===== src/rtl/irq_pending_dispatch.sv =====
// Sticky request collector with masked priority dispatch over a valid/ready handshake.
// Optional macro IRQ_EDGE_DETECT_EN selects rising-edge capture instead of level capture.

module irq_pending_cell (
    input  logic i_clk,
    input  logic i_rst_n,
    input  logic i_req,
    input  logic i_clr,
    output logic o_pend
);
    logic r_pend;
    logic w_set;

`ifdef IRQ_EDGE_DETECT_EN
    logic r_req_q;

    always_ff @(posedge i_clk) begin
        if (!i_rst_n) r_req_q <= 1'b0;
        else          r_req_q <= i_req;
    end

    assign w_set = i_req & ~r_req_q;
`else
    assign w_set = i_req;
`endif

    // A capture in the same cycle as the clear wins.
    always_ff @(posedge i_clk) begin
        if (!i_rst_n)   r_pend <= 1'b0;
        else if (w_set) r_pend <= 1'b1;
        else if (i_clr) r_pend <= 1'b0;
    end

    assign o_pend = r_pend;
endmodule

module irq_pending_dispatch #(
    parameter  int N   = 4,
    localparam int IDW = $clog2(N)
) (
    input  logic           i_clk,
    input  logic           i_rst_n,
    input  logic [N-1:0]   i_req,
    input  logic [N-1:0]   i_mask,
    output logic [N-1:0]   o_enc_i,
    input  logic           i_enc_v,
    input  logic [IDW-1:0] i_enc_y,
    output logic           o_out_valid,
    input  logic           i_out_ready,
    output logic [IDW-1:0] o_out_id,
    output logic           o_busy
);
    typedef enum logic [1:0] {
        IDLE   = 2'd0,
        OFFER  = 2'd1,
        SETTLE = 2'd2
    } state_t;

    state_t           r_state;
    state_t           w_next;
    logic [IDW-1:0]   r_out_id;
    logic [N-1:0]     w_pend;
    logic [N-1:0]     w_clr;
    logic             w_accept;

    for (genvar k = 0; k < N; k++) begin : g_line
        assign w_clr[k] = w_accept && (r_out_id == IDW'(k));

        irq_pending_cell u_cell (
            .i_clk   (i_clk),
            .i_rst_n (i_rst_n),
            .i_req   (i_req[k]),
            .i_clr   (w_clr[k]),
            .o_pend  (w_pend[k])
        );
    end

    assign o_enc_i = w_pend & i_mask;

    always_ff @(posedge i_clk) begin
        if (!i_rst_n) r_state <= IDLE;
        else          r_state <= w_next;
    end

    always_comb begin
        w_next = r_state;
        unique case (r_state)
            IDLE:    if (i_enc_v) w_next = OFFER;
            OFFER:   if (i_out_ready) w_next = SETTLE;
            SETTLE:  w_next = IDLE;
            default: w_next = IDLE;
        endcase
    end

    always_comb begin
        o_out_valid = (r_state == OFFER);
        o_busy      = (r_state != IDLE);
        w_accept    = (r_state == OFFER) && i_out_ready;
    end

    // Encoder index is only sampled in IDLE, so the offered ID is frozen during OFFER.
    always_ff @(posedge i_clk) begin
        if (!i_rst_n)                      r_out_id <= '0;
        else if (r_state == IDLE && i_enc_v) r_out_id <= i_enc_y;
    end

    assign o_out_id = r_out_id;
endmodule


===== config.mk =====
export PLATFORM = sky130hd
export DESIGN_NAME = irq_pending_dispatch
export DESIGN_NICKNAME = d
export VERILOG_FILES = /design/src/rtl/irq_pending_dispatch.sv
export SDC_FILE = /design/constraint.sdc
export NUM_CORES = 1
export LEC_CHECK = 0
export BUFFER_PORTS_ARGS = -buffer_cell sky130_fd_sc_hd__clkbuf_2
export CAP_MARGIN = 20
export CORE_AREA = 2 2 39 41
export CTS_CLUSTER_SIZE = 40
export DETAILED_ROUTE_END_ITERATION = 10
export DIE_AREA = 0 0 41 43
export GPL_ROUTABILITY_DRIVEN = 0
export PLACE_DENSITY = 0.63
export SETUP_SLACK_MARGIN = 0.4
export SYNTH_ARGS = -nofsm -noshare
export SYNTH_HDL_FRONTEND = slang
export SYNTH_SLANG_ARGS = --single-unit

===== constraint.sdc =====
create_clock -name i_clk -period 1.15 [get_ports i_clk]
set_input_delay 0.0575 -clock i_clk [delete_from_list [all_inputs] [get_ports i_clk]]
set_output_delay 0.0575 -clock i_clk [all_outputs]
set_load 0.02 [all_outputs]

======== Word-level counts from Yosys, hierarchy flattened ========
Index checks and enable logic that the tools add are counted.
storage, ports and cells
  output and inout port bits .............. 8
  logic and storage cells ................. 38
  bits of input ports ..................... 14
  flip-flop bits (word level) ............. 8
cells by class
  equality and inequality tests ........... 6
  muxes and demuxes ....................... 11
  bitwise logic cells ..................... 1
  reduce and logical (&&, ||, !) cells .... 14
operator list
  kind                                                   number
  nonzero test 2 bit                                     5
  2-to-1 mux 1 bit                                       8
  logical AND 1 bit                                      6
  bitwise AND 4 bit                                      1
  equality test 2 x 1 -> 1 bit, second input constant    2
  equality test 2 bit, second input constant             2
  logical NOT 2 bit                                      2
  2-to-1 mux 2 bit                                       2
  one-hot mux 2 bit (2 select lines)                     1
  inequality test 2 x 1 -> 1 bit, second input constant  1
  inequality test 2 bit, second input constant           1
  AND reduction 2 bit                                    1

======== Longest topological paths before layout ========
Gate-level depths: netlist of run 1.
  word-level depth ........................ 5
  mapped depth ............................ 3
  depth with buffers taken out ............ 2

======== Modules after synthesis ========
A second synthesis of run 1 with hierarchy kept.
unflattened totals
  cell total of the unflattened synthesis .. 40
  area, all modules ....................... 386.6 µm²
by module, submodules not included
  module                area an instance (µm²)  times used  cells each  sequential area each (µm²)
  irq_pending_dispatch  221.5                   1           28          80.1
  irq_pending_cell      41.3                    4           3           20.0

======== Worst setup path before layout of run 1 ========
No wires, ideal clock.
  path type ............................... register to register
  start ................................... register r_state[0]
  end ..................................... register r_state[1]
  setup slack ............................. 135 ps
  stages on the path, launching flop included .. 3
  required time ........................... 1089 ps
  period minus slack after synthesis ...... 1015 ps
  path buffers ............................ 0
  data arrival time ....................... 955 ps
  library setup time ...................... 61 ps
  path through ............................ dfxtp_1 nor2b_1 and3_1
between the ends
  cells in the longest elaborated chain, start to end .. 3
  elaborated cells on any way between the ends .. 6
  classes of those cells .................. eq/ne: 3; mux: 1; reduce/logical: 2
ends and longest elaborated chain
  element                                          line  source
  start: declaration                               59    state_t r_state;
  start signal: assignment                         82    else r_state <= w_next;
  equality test 2 x 1 -> 1 bit *                   n/a
  net o_out_valid                                  48    output logic o_out_valid,
  inequality test 2 x 1 -> 1 bit (no source line)  n/a
  AND reduction 2 bit (no source line)             n/a
The timed path passes the listed nets; every way through them passes the cells marked *.
A chain may end at the register's enable or synchronous reset.

======== Final worst setup path of run 1 ========
  start ................................... register r_state[0]
  end ..................................... output port o_busy
between the ends
  cells in the longest elaborated chain, start to end .. 1
ends and longest elaborated chain
  element             line  source
  nonzero test 2 bit  97    o_busy = (r_state != IDLE);
  end: declaration    51    output logic o_busy
No other way between the ends.

==> run_results.csv, run 1 <==
group,metric,value,unit
layout,diodes,0,
worst_setup_path,max_stage_delay,0.35,ns
worst_setup_path,cp_max_fo,4,
layout,area_delta_synth_final,85.07,%
worst_setup_path,path_delay_family,"flip-flops",
worst_setup_path,cp_slowest_cell,"dfxtp_4",
drt,drt_iter0_markers,3,
yosys,synth_seq_cells,8,
timing,fmax,965.9,MHz
drt,num_vias,391,
timing,post-route-period-util,90.03,%
power,pwr_density_cell,1088,nW/um^2
power,design_power_total,0.7259,mW
clocking,cts_root_buf,"clkbuf_4",
drt,routed_wl,904,um
global_route,grt_pass1_vias,324,
worst_setup_path,critPathBufInv,1,
placed_design,dpl_cell_area,494.2,sq um
clocking,cts_buffers,3,
layout,fin_area,666.9,sq um
die,die_area,1763,sq um
die,die_x,41,um
outcome,status,"finished clean",
yosys,synth-seq-area-share,44.44,%
global_route,met3_usage,6.283,%
die,std_cell_rows,14,
yosys,syn_area_per_cell,8.789,sq um
drt,drc,0,
timing,fin_skew,0.002099,ns
flow_run,drv_cap,0,
layout,ff_latch_area,180.2,sq um
drt,via_per_inst,4.655,
global_route,antenna_found_initial,0,
global_route,use_met2,14.69,%
clocking,cts_htree_levels,1,
global_route,grt_util_all_layers,11.29,%
clocking,hold_buffers,0,
power,vdd_ir_drop_max,360.4,uV
clocking,clock_sinks,8,
clocking,clk_path_buf_depth,2,
die,coreArea,1384,sq um
die,initial_utilization,26.04,%
global_route,grt_max_degree,11,
power,p_leak,0.3206,nW
global_route,met1_usage,13.36,%
global_route,grt_pass1_wl,1.269,mm
die,io_pins,22,
die,fp.dieH,43,um
placed_design,io_buffers,21,
worst_setup_path,crit_type,"flop to primary output",
global_route,grt.overflow.total,0,
layout,multi_input_area,222.7,sq um
drt,first_pass_iters,4,
clocking,path_clk_slew,0.06,ns
timing,tightest_slew,0.1899,ns
yosys,yosysUniqueCellTypes,17,
layout,nFillCells,137,
worst_setup_path,crit_chain,"or2_1 -> clkbuf_8",
timing,drv_slew,0,
timing,period_needed,1.035,ns
yosys,yosysWarnings,0,
worst_setup_path,cp.arrival,0.98,ns
timing,finalSetupTns,0,ns
yosys,netlist_area,360.3,sq um
timing,relSlewSlack,87.33,%
min_path,hp-class,"input port to flop",
global_route,grt.busiest_layer,"met2",
drt,ant_nets,0,
worst_setup_path,crit_path_end_kind,"primary output",
placed_design,hpwl,612.4,um
layout,nets,83,
timing,rsz0062_at_grt,"true",
clocking,cts_tree,"yes",
clocking,clk_latency,0.25,ns
layout,drive_above_1_share,63.24,%
timing,setup_viol,0,
yosys,synth_nets,55,
worst_setup_path,required,1.09,ns
timing,finalHoldViolCount,0,
worst_setup_path,cp-start-kind,"flop",
yosys,synth_cells,41,
drt,routedWlPerCell,10.76,um
layout make-up:
cell class	count	share of cell area (%)
sequential	8	27.02
clock buffer	4	3.940
timing repair buffer	24	31.52
tap	16	3.002
inverter	2	1.126
multi-input combinational	30	33.40
metrics by stage:
step,std cells,utilization (%),setup slack (ns),hold WS (ns)
after global placement,77,35.71,0.2955,0.2835
after floorplan,41,-,0.3283,0.1890
after global routing,84,48.19,0.07340,0.02410
final,84,48.19,0.1147,0.02421
after CTS,84,45.66,0.1052,0.01838
after detailed placement,77,35.71,0.2632,0.2967
synthesized netlist by cell type:
| cell | number | area (sq um) |
|---|---|---|
| nand2_1 | 4 | 15.01 |
| buf_2 | 1 | 5.000 |
| inv_1 | 2 | 7.510 |
| mux2i_1 | 2 | 20.02 |
| and4bb_1 | 1 | 12.51 |
| nor2b_1 | 1 | 6.260 |
| or2_1 | 1 | 6.260 |
| nand2b_1 | 3 | 18.77 |
| dfxtp_1 | 8 | 160.2 |
| o21ai_0 | 4 | 20.02 |
| and3_1 | 1 | 6.260 |
| and4b_1 | 1 | 10.01 |
| and2_1 | 4 | 25.02 |
| nor3b_2 | 1 | 12.51 |
| nor2_1 | 2 | 7.510 |
| a21oi_1 | 3 | 15.01 |
| a31oi_1 | 2 | 12.51 |
sequential cells by signal, summed over array words and instances (netlist names):
register / cells
o_out_id: 2
g_line.u_cell.o_pend: 4
r_state: 2
placed cells by master (no fill, tap or decap), types with 2 or more instances in the layout:
cell	count
mux2i_1	2
nand2_1	4
buf_4	2
nand2b_1	2
and2_4	4
nor2_1	2
buf_8	7
a31oi_1	2
o21ai_0	4
inv_1	2
clkbuf_4	3
clkbuf_2	13
dfxtp_2	4
dfxtp_4	4
a21oi_1	2
per-layer routing:
layer	wire (um)	vias to the layer above	share of wire, %
li1	-	196	-
met1	386	181	43
met2	439	14	49
met3	77	0	8.5
met4	0	0	0
met5	0	-	0
worst register-to-register path, cell delays in order (launching register included):
cell and delay [ns]:
dfxtp_4 0.36, buf_6 0.12, nor3b_4 0.22, mux2i_1 0.20
where the power goes:
| part | internal [mW] | total, mW | leakage [nW] | switching (mW) |
|---|---|---|---|---|
| sequential | 0.296 | 0.311 | 0.0699 | 0.0149 |
| combinational | 0.110 | 0.188 | 0.236 | 0.0779 |
| clock | 0.133 | 0.227 | 0.0150 | 0.0941 |
cell families after synthesis:
family,synth area share (%)
mux,5.556
buf+inv,3.472
flops,44.44
compound gates,13.19
simple gates,33.33
final timing paths:
| check | from | endpoint | slack, ns | cells past startpoint |
|---|---|---|---|---|
| setup / recovery | r_state[0]$_SDFFE_PN0P_ | o_busy | 0.11 | 2 |
| hold reg to reg | o_out_id[0]$_SDFFE_PN0P_ | o_out_id[0]$_SDFFE_PN0P_ | 0.50 | 2 |
| setup reg to reg | r_state[1]$_SDFFE_PN0P_ | o_out_id[0]$_SDFFE_PN0P_ | 0.18 | 3 |
| hold / removal | i_enc_y[1] | o_out_id[1]$_SDFFE_PN0P_ | 0.02 | 3 |
timing repair:
item                                    CTS  global route
gates resized for setup                  22            17
endpoints found under the setup margin   15            16
setup buffers                             3             0
pin swaps                                 4             1
(Power assumes the default switching activity.)
==> run 2, diff against run 1 <==
==> constraint.sdc (replaced) <==
create_clock -name i_clk -period 1.05 [get_ports i_clk]
set_input_delay 0.0525 -clock i_clk [delete_from_list [all_inputs] [get_ports i_clk]]
set_output_delay 0.0525 -clock i_clk [all_outputs]
set_load 0.02 [all_outputs]
==> run 2 against run 1 <==
Net effect:
- worst setup slack lost 0.10 ns
- hold slack got worse by 0.0046 ns
- clock power grew 11%
- highest routed layer unchanged
- first-iteration DRC count rose by 33%
- register-to-register slack lost 0.11 ns
- sequential share of layout area decreased by 0.35 points
- clock skew increased by 0.0059 ns
- critical endpoint unchanged
- cell count did not move
- via count fell by 5.9%
- power up 10%
- core utilization increased by 0.63 points
- flip-flop and latch count unchanged
==> run_results.csv, run 2 (same netlist as run 1, synthesis figures left out) <==
group,metric,value,unit
timing,post-route-period-util,98.76,%
timing,period_needed,1.037,ns
timing,finalHoldViolCount,0,
worst_setup_path,cp-start-kind,"flop",
worst_setup_path,crit_path_end_kind,"primary output",
global_route,grt_max_degree,11,
global_route,grt.overflow.total,0,
worst_setup_path,cp.arrival,0.98,ns
layout,drive_above_1_share,66.18,%
timing,fmax,964.3,MHz
timing,setup_viol,0,
drt,wl_met3,78,um
drt,wl_met2,374,um
layout,area_delta_synth_final,87.50,%
clocking,clk_latency,0.25,ns
layout,nFillCells,137,
timing,drv_slew,0,
placed_design,hpwl,599.8,um
worst_setup_path,cp_max_fo,5,
timing,tightest_slew,0.2298,ns
die,std_cell_rows,14,
clocking,clock_sinks,8,
worst_setup_path,crit_type,"flop to primary output",
layout,final_common_cell,"clkbuf_2",
global_route,grt_pass1_wl,1.324,mm
die,initial_utilization,26.04,%
timing,hold_slack,0.01966,ns
die,die_area,1763,sq um
die,die_x,41,um
drt,first_pass_iters,2,
power,pwr_density_cell,1185,nW/um^2
die,coreArea,1384,sq um
layout,largest_reg_flops,4,
drt,highest_layer,"met3",
drt,num_vias,368,
drt,drc,0,
global_route,grt_pass1_vias,331,
layout,diodes,0,
drt,ant_nets,0,
drt,via_per_inst,4.381,
drt,drt_iter0_markers,4,
timing,setup_ws,0.01302,ns
outcome,status,"finished clean",
layout,stdcell_count,84,
die,fp.dieH,43,um
power,p_leak,0.3171,nW
drt,routedWlPerCell,10.20,um
clocking,hold_buffers,0,
placed_design,dpl.cell_count,77,
clocking,cts_buffers,3,
global_route,antenna_found_initial,0,
layout,fin_area,675.6,sq um
layout,final_util,48.82,%
placed_design,detailedPlace.worstSlack,0.1604,ns
flow_run,drv_cap,0,
clocking,cts_tree,"yes",
drt,routed_wl,857,um
clocking,cts_htree_levels,1,
clocking,clk_path_buf_depth,2,
min_path,hp-class,"input port to flop",
power,vdd_ir_drop_max,510.9,uV
clocking,path_clk_slew,0.06,ns
placed_design,io_buffers,21,
global_route,grt_util_all_layers,11.49,%
clocking,cts_root_buf,"clkbuf_4",
worst_setup_path,required,1.00,ns
drt,drt-met1-wl,404,um
layout,final_cell_mix,"13 x clkbuf_2, 7 x buf_8",
layout,nets,83,
timing,rsz0062_at_grt,"true",
placed_design,dpl_cell_area,494.2,sq um
timing,fin_skew,0.007979,ns
die,io_pins,22,
timing,relSlewSlack,84.68,%
==> run 2: cell counts in the layout (fill, tap and decap cells not counted) <==
Identical to the previous run, type by type.
==> run 2: stage by stage <==
| stage | TNS (ns) | power, mW |
|---|---|---|
| after floorplan | 0 | 0.4260 |
| after global placement | 0 | 0.4772 |
| after detailed placement | 0 | 0.4791 |
| after CTS | -0.004588 | 0.7997 |
| after global routing | -0.03821 | 0.8518 |
| final | 0 | 0.8008 |
==> run 2: worst max-delay path: stages (launching register included) <==
cell	delay, ns
dfxtp_4	0.35
or2_1	0.23
clkbuf_8	0.15
==> run 2: final cells by class <==
class	instances	area, sq um	area share (%)
sequential	8	180.2	26.67
tap	16	20.02	2.963
multi-input combinational	30	231.5	34.26
clock buffer	4	26.28	3.889
inverter	2	7.507	1.111
timing repair buffer	24	210.2	31.11
==> run 2: worst paths after layout <==
kind | startpoint | endpoint | slack, ns | cells after the start
worst min register to register | o_out_id[0]$_SDFFE_PN0P_ | o_out_id[0]$_SDFFE_PN0P_ | 0.50 | 2
worst max register to register | r_state[1]$_SDFFE_PN0P_ | o_out_id[1]$_SDFFE_PN0P_ | 0.07 | 3
worst max-delay path | r_state[0]$_SDFFE_PN0P_ | o_busy | 0.01 | 2
worst min-delay path | i_enc_y[0] | o_out_id[0]$_SDFFE_PN0P_ | 0.02 | 3
==> run 2: power breakdown <==
part	switching [mW]	internal (mW)
clock network	0.108	0.146
logic	0.0868	0.121
registers	0.0152	0.324
total	0.210	0.591
==> run 2: routing by layer <==
metal	vias up	track usage (%)
li1	195	-
met1	159	14.01
met2	14	14.69
met3	0	6.283
met4	0	8.000
met5	-	0
==> run 2: repair_timing <==
item | CTS | global route
setup endpoints to repair | 16 | 16
buffers inserted | 3 | 0
pin swaps | 5 | 1
resized for setup | 30 | 10
==> run 3, diff against run 2 <==
--- a/config.mk
+++ b/config.mk
@@ -5,6 +5,7 @@
 export SDC_FILE = /design/constraint.sdc
 export NUM_CORES = 1
 export LEC_CHECK = 0
+export ABC_AREA = 1
 export BUFFER_PORTS_ARGS = -buffer_cell sky130_fd_sc_hd__clkbuf_2
 export CAP_MARGIN = 20
 export CORE_AREA = 2 2 39 41
@@ -12,7 +13,7 @@
 export DETAILED_ROUTE_END_ITERATION = 10
 export DIE_AREA = 0 0 41 43
 export GPL_ROUTABILITY_DRIVEN = 0
-export PLACE_DENSITY = 0.63
+export PLACE_DENSITY = 0.65
 export SETUP_SLACK_MARGIN = 0.4
 export SYNTH_ARGS = -nofsm -noshare
 export SYNTH_HDL_FRONTEND = slang
==> constraint.sdc (replaced) <==
create_clock -name i_clk -period 0.95 [get_ports i_clk]
set_input_delay 0.0475 -clock i_clk [delete_from_list [all_inputs] [get_ports i_clk]]
set_output_delay 0.0475 -clock i_clk [all_outputs]
set_load 0.02 [all_outputs]
==> run 3 against run 2 <==
Net effect:
- register-to-register slack about the same
- routed wire length shrank 2.8%
- critical path depth up 1
- critical endpoint unchanged
- via count up 9.2%
- core utilization shrank 2.9 points
- worst setup slack improved by 0.023 ns
- synthesized area up 2.1%
- highest routed layer is now met4
- critical path type unchanged
- count of clock-buffer cells in the layout decreased by 1
- flip-flop and latch count did not move
- largest power group unchanged
- cell area is 5.9% lower
- synthesized cell count grew 29%
==> run_results.csv, run 3 <==
group,metric,value,unit
outcome,status,"finished clean",
min_path,hp-class,"input port to flop",
yosys,synth-seq-area-share,43.54,%
die,fp.dieH,43,um
yosys,synth_area_leaders,"dfxtp_1 44%, inv_1 15%, nand2_1 10%",
drt,routedWlPerCell,8.768,um
yosys,netlist_area,367.9,sq um
layout,fin_area,635.6,sq um
yosys,synth.most_common_cell,"inv_1",
timing,period_needed,0.9137,ns
worst_setup_path,max_stage_delay,0.36,ns
placed_design,hpwl,638.9,um
drt,wl_met2,409,um
timing,finalHoldViolCount,0,
worst_setup_path,critPathBufInv,2,
yosys,syn_area_per_cell,6.941,sq um
layout,final_common_cell,"inv_1",
yosys,yosysWarnings,0,
worst_setup_path,path_delay_family,"flip-flops",
worst_setup_path,crit_chain,"inv_4 -> nand2_2 -> clkbuf_8",
clocking,cts_tree,"yes",
worst_setup_path,cp.arrival,0.87,ns
drt,wl_met3,72,um
worst_setup_path,crit_type,"flop to primary output",
worst_setup_path,cp-start-kind,"flop",
timing,relSlewSlack,87.64,%
die,std_cell_rows,14,
yosys,netlist_top_cells_count,"15 x inv_1, 10 x nand2_1, 8 x dfxtp_1, 7 x a21oi_1, 3 x o21bai_1",
drt,drt-met1-wl,340,um
global_route,grt_pass1_wl,1.345,mm
layout,area_delta_synth_final,72.79,%
drt,routed_wl,833,um
drt,num_vias,402,
flow_run,drv_cap,0,
timing,fin_skew,0.003478,ns
layout,largest_reg_flops,4,
layout,stdcell_count,95,
die,die_x,41,um
clocking,path_clk_slew,0.06,ns
layout,ff_latch_area,177.7,sq um
timing,tightest_slew,0.1851,ns
yosys,yosysUniqueCellTypes,11,
timing,fmax,1094,MHz
clocking,clock_sinks,8,
power,vdd_ir_drop_max,597.5,uV
placed_design,dpl_cell_area,503.0,sq um
timing,hold_slack,0.007034,ns
timing,rsz0062_at_grt,"true",
yosys,synth_nets,67,
global_route,grt_pass1_vias,369,
worst_setup_path,worst-path-stages,3,
drt,drc,0,
drt,highest_layer,"met4",
yosys,synth_seq_cells,8,
yosys,synth_edf_count,0,
placed_design,io_buffers,21,
layout,nFillCells,149,
clocking,cts_buffers,3,
timing,post-route-period-util,96.18,%
global_route,grt.overflow.total,0,
drt,drt_iter0_markers,6,
worst_setup_path,cp_max_fo,3,
die,die_area,1763,sq um
yosys,synth_top_cell_area_share,43.54,%
global_route,grt_max_degree,7,
clocking,clk_latency,0.25,ns
global_route,antenna_found_initial,0,
die,coreArea,1384,sq um
yosys,yosys.area.top_type,"dfxtp_1",
clocking,cts_htree_levels,1,
clocking,cts_root_buf,"clkbuf_4",
clocking,clk_path_buf_depth,2,
power,p_leak,0.3439,nW
timing,drv_slew,0,
drt,first_pass_iters,2,
yosys,synth_cells,53,
layout,nets,95,
worst_setup_path,crit_path_end_kind,"primary output",
global_route,grt_util_all_layers,11.75,%
min_path,holdPathStages,3,
placed_design,dpl.cell_count,90,
power,pwr_density_cell,1349,nW/um^2
worst_setup_path,required,0.90,ns
yosys,synth_async_sr_flop_share,0,%
die,initial_utilization,26.58,%
clocking,hold_buffers,0,
layout,multi_input_area,155.1,sq um
drt,ant_nets,0,
layout,final_cell_mix,"15 x inv_1, 13 x clkbuf_2, 9 x nand2_1, 7 x a21oi_1",
timing,finalSetupTns,0,ns
layout,drive_above_1_share,51.90,%
drt,via_per_inst,4.232,
timing,setup_viol,0,
worst_setup_path,reg2regPathDepth,6,
die,io_pins,22,
yosys,synthFlopType,"dfxtp_1",
layout,diodes,0,
worst_setup_path,cp_slowest_cell,"dfxtp_4",
==> run 3: logic make-up after synthesis <==
| family | count (synthesis) | share of synthesized area, % |
|---|---|---|
| AOI/OAI and AO/OA | 12 | 18.37 |
| and+or+nand+nor | 16 | 20.75 |
| buffers and inverters | 17 | 17.35 |
| DFF | 8 | 43.54 |
==> run 3: path summary, 6_finish.rpt <==
kind	from	end	slack (ns)
setup / recovery	r_state[1]$_SDFFE_PN0P_	o_busy	0.04
hold / removal	i_req[2]	g_line[2].u_cell.o_pend$_SDFFE_PN0P_	0.007
setup reg to reg	r_state[0]$_SDFFE_PN0P_	g_line[0].u_cell.o_pend$_SDFFE_PN0P_	0.07
hold reg to reg	g_line[0].u_cell.o_pend$_SDFFE_PN0P_	g_line[0].u_cell.o_pend$_SDFFE_PN0P_	0.46
==> run 3: report_power, final <==
group	leakage [nW]	internal [mW]	total [mW]	switching, mW
Clock	0.0138	0.144	0.256	0.112
Combinational	0.260	0.115	0.216	0.101
Sequential	0.0696	0.362	0.385	0.0233
Total	0.344	0.622	0.858	0.236
==> run 3: timing repair <==
action / CTS / global route
cloned: 0 / 0
resized for setup: 25 / 4
setup endpoints to repair: 16 / 16
pin swaps: 1 / 0
hold endpoints to repair: 0 / 0
buffers inserted: 2 / 0
==> run 3: worst min-delay path, stage by stage <==
cell and delay [ns]:
clkbuf_2 0.08, inv_1 0.04, a21oi_1 0.05
==> run 3: area by class of cell <==
class                           instances  share of cell area (%)
Clock buffer                            3                   3.543
Inverter                               17                   10.43
Multi-Input combinational cell         28                   24.41
Sequential cell                         8                   27.95
Tap cell                               16                   3.150
Timing Repair Buffer                   23                   30.51
==> run 3: layer usage <==
metal	GRT usage, %	vias to the layer above
met5	0	-
met4	8.000	0
met3	5.236	2
met2	19.06	16
met1	10.93	171
li1	-	213
==> run 3: per-stage QoR <==
step                      util [%]  setup WS [ns]  power (mW)
after global routing         45.93     -0.0005015      0.9167
final                        45.93        0.03631      0.8575
after global placement       36.35         0.1260      0.5500
after detailed placement     36.35         0.1087      0.5531
after CTS                    45.39        0.02906      0.8594
after floorplan                  -        0.09278      0.4872
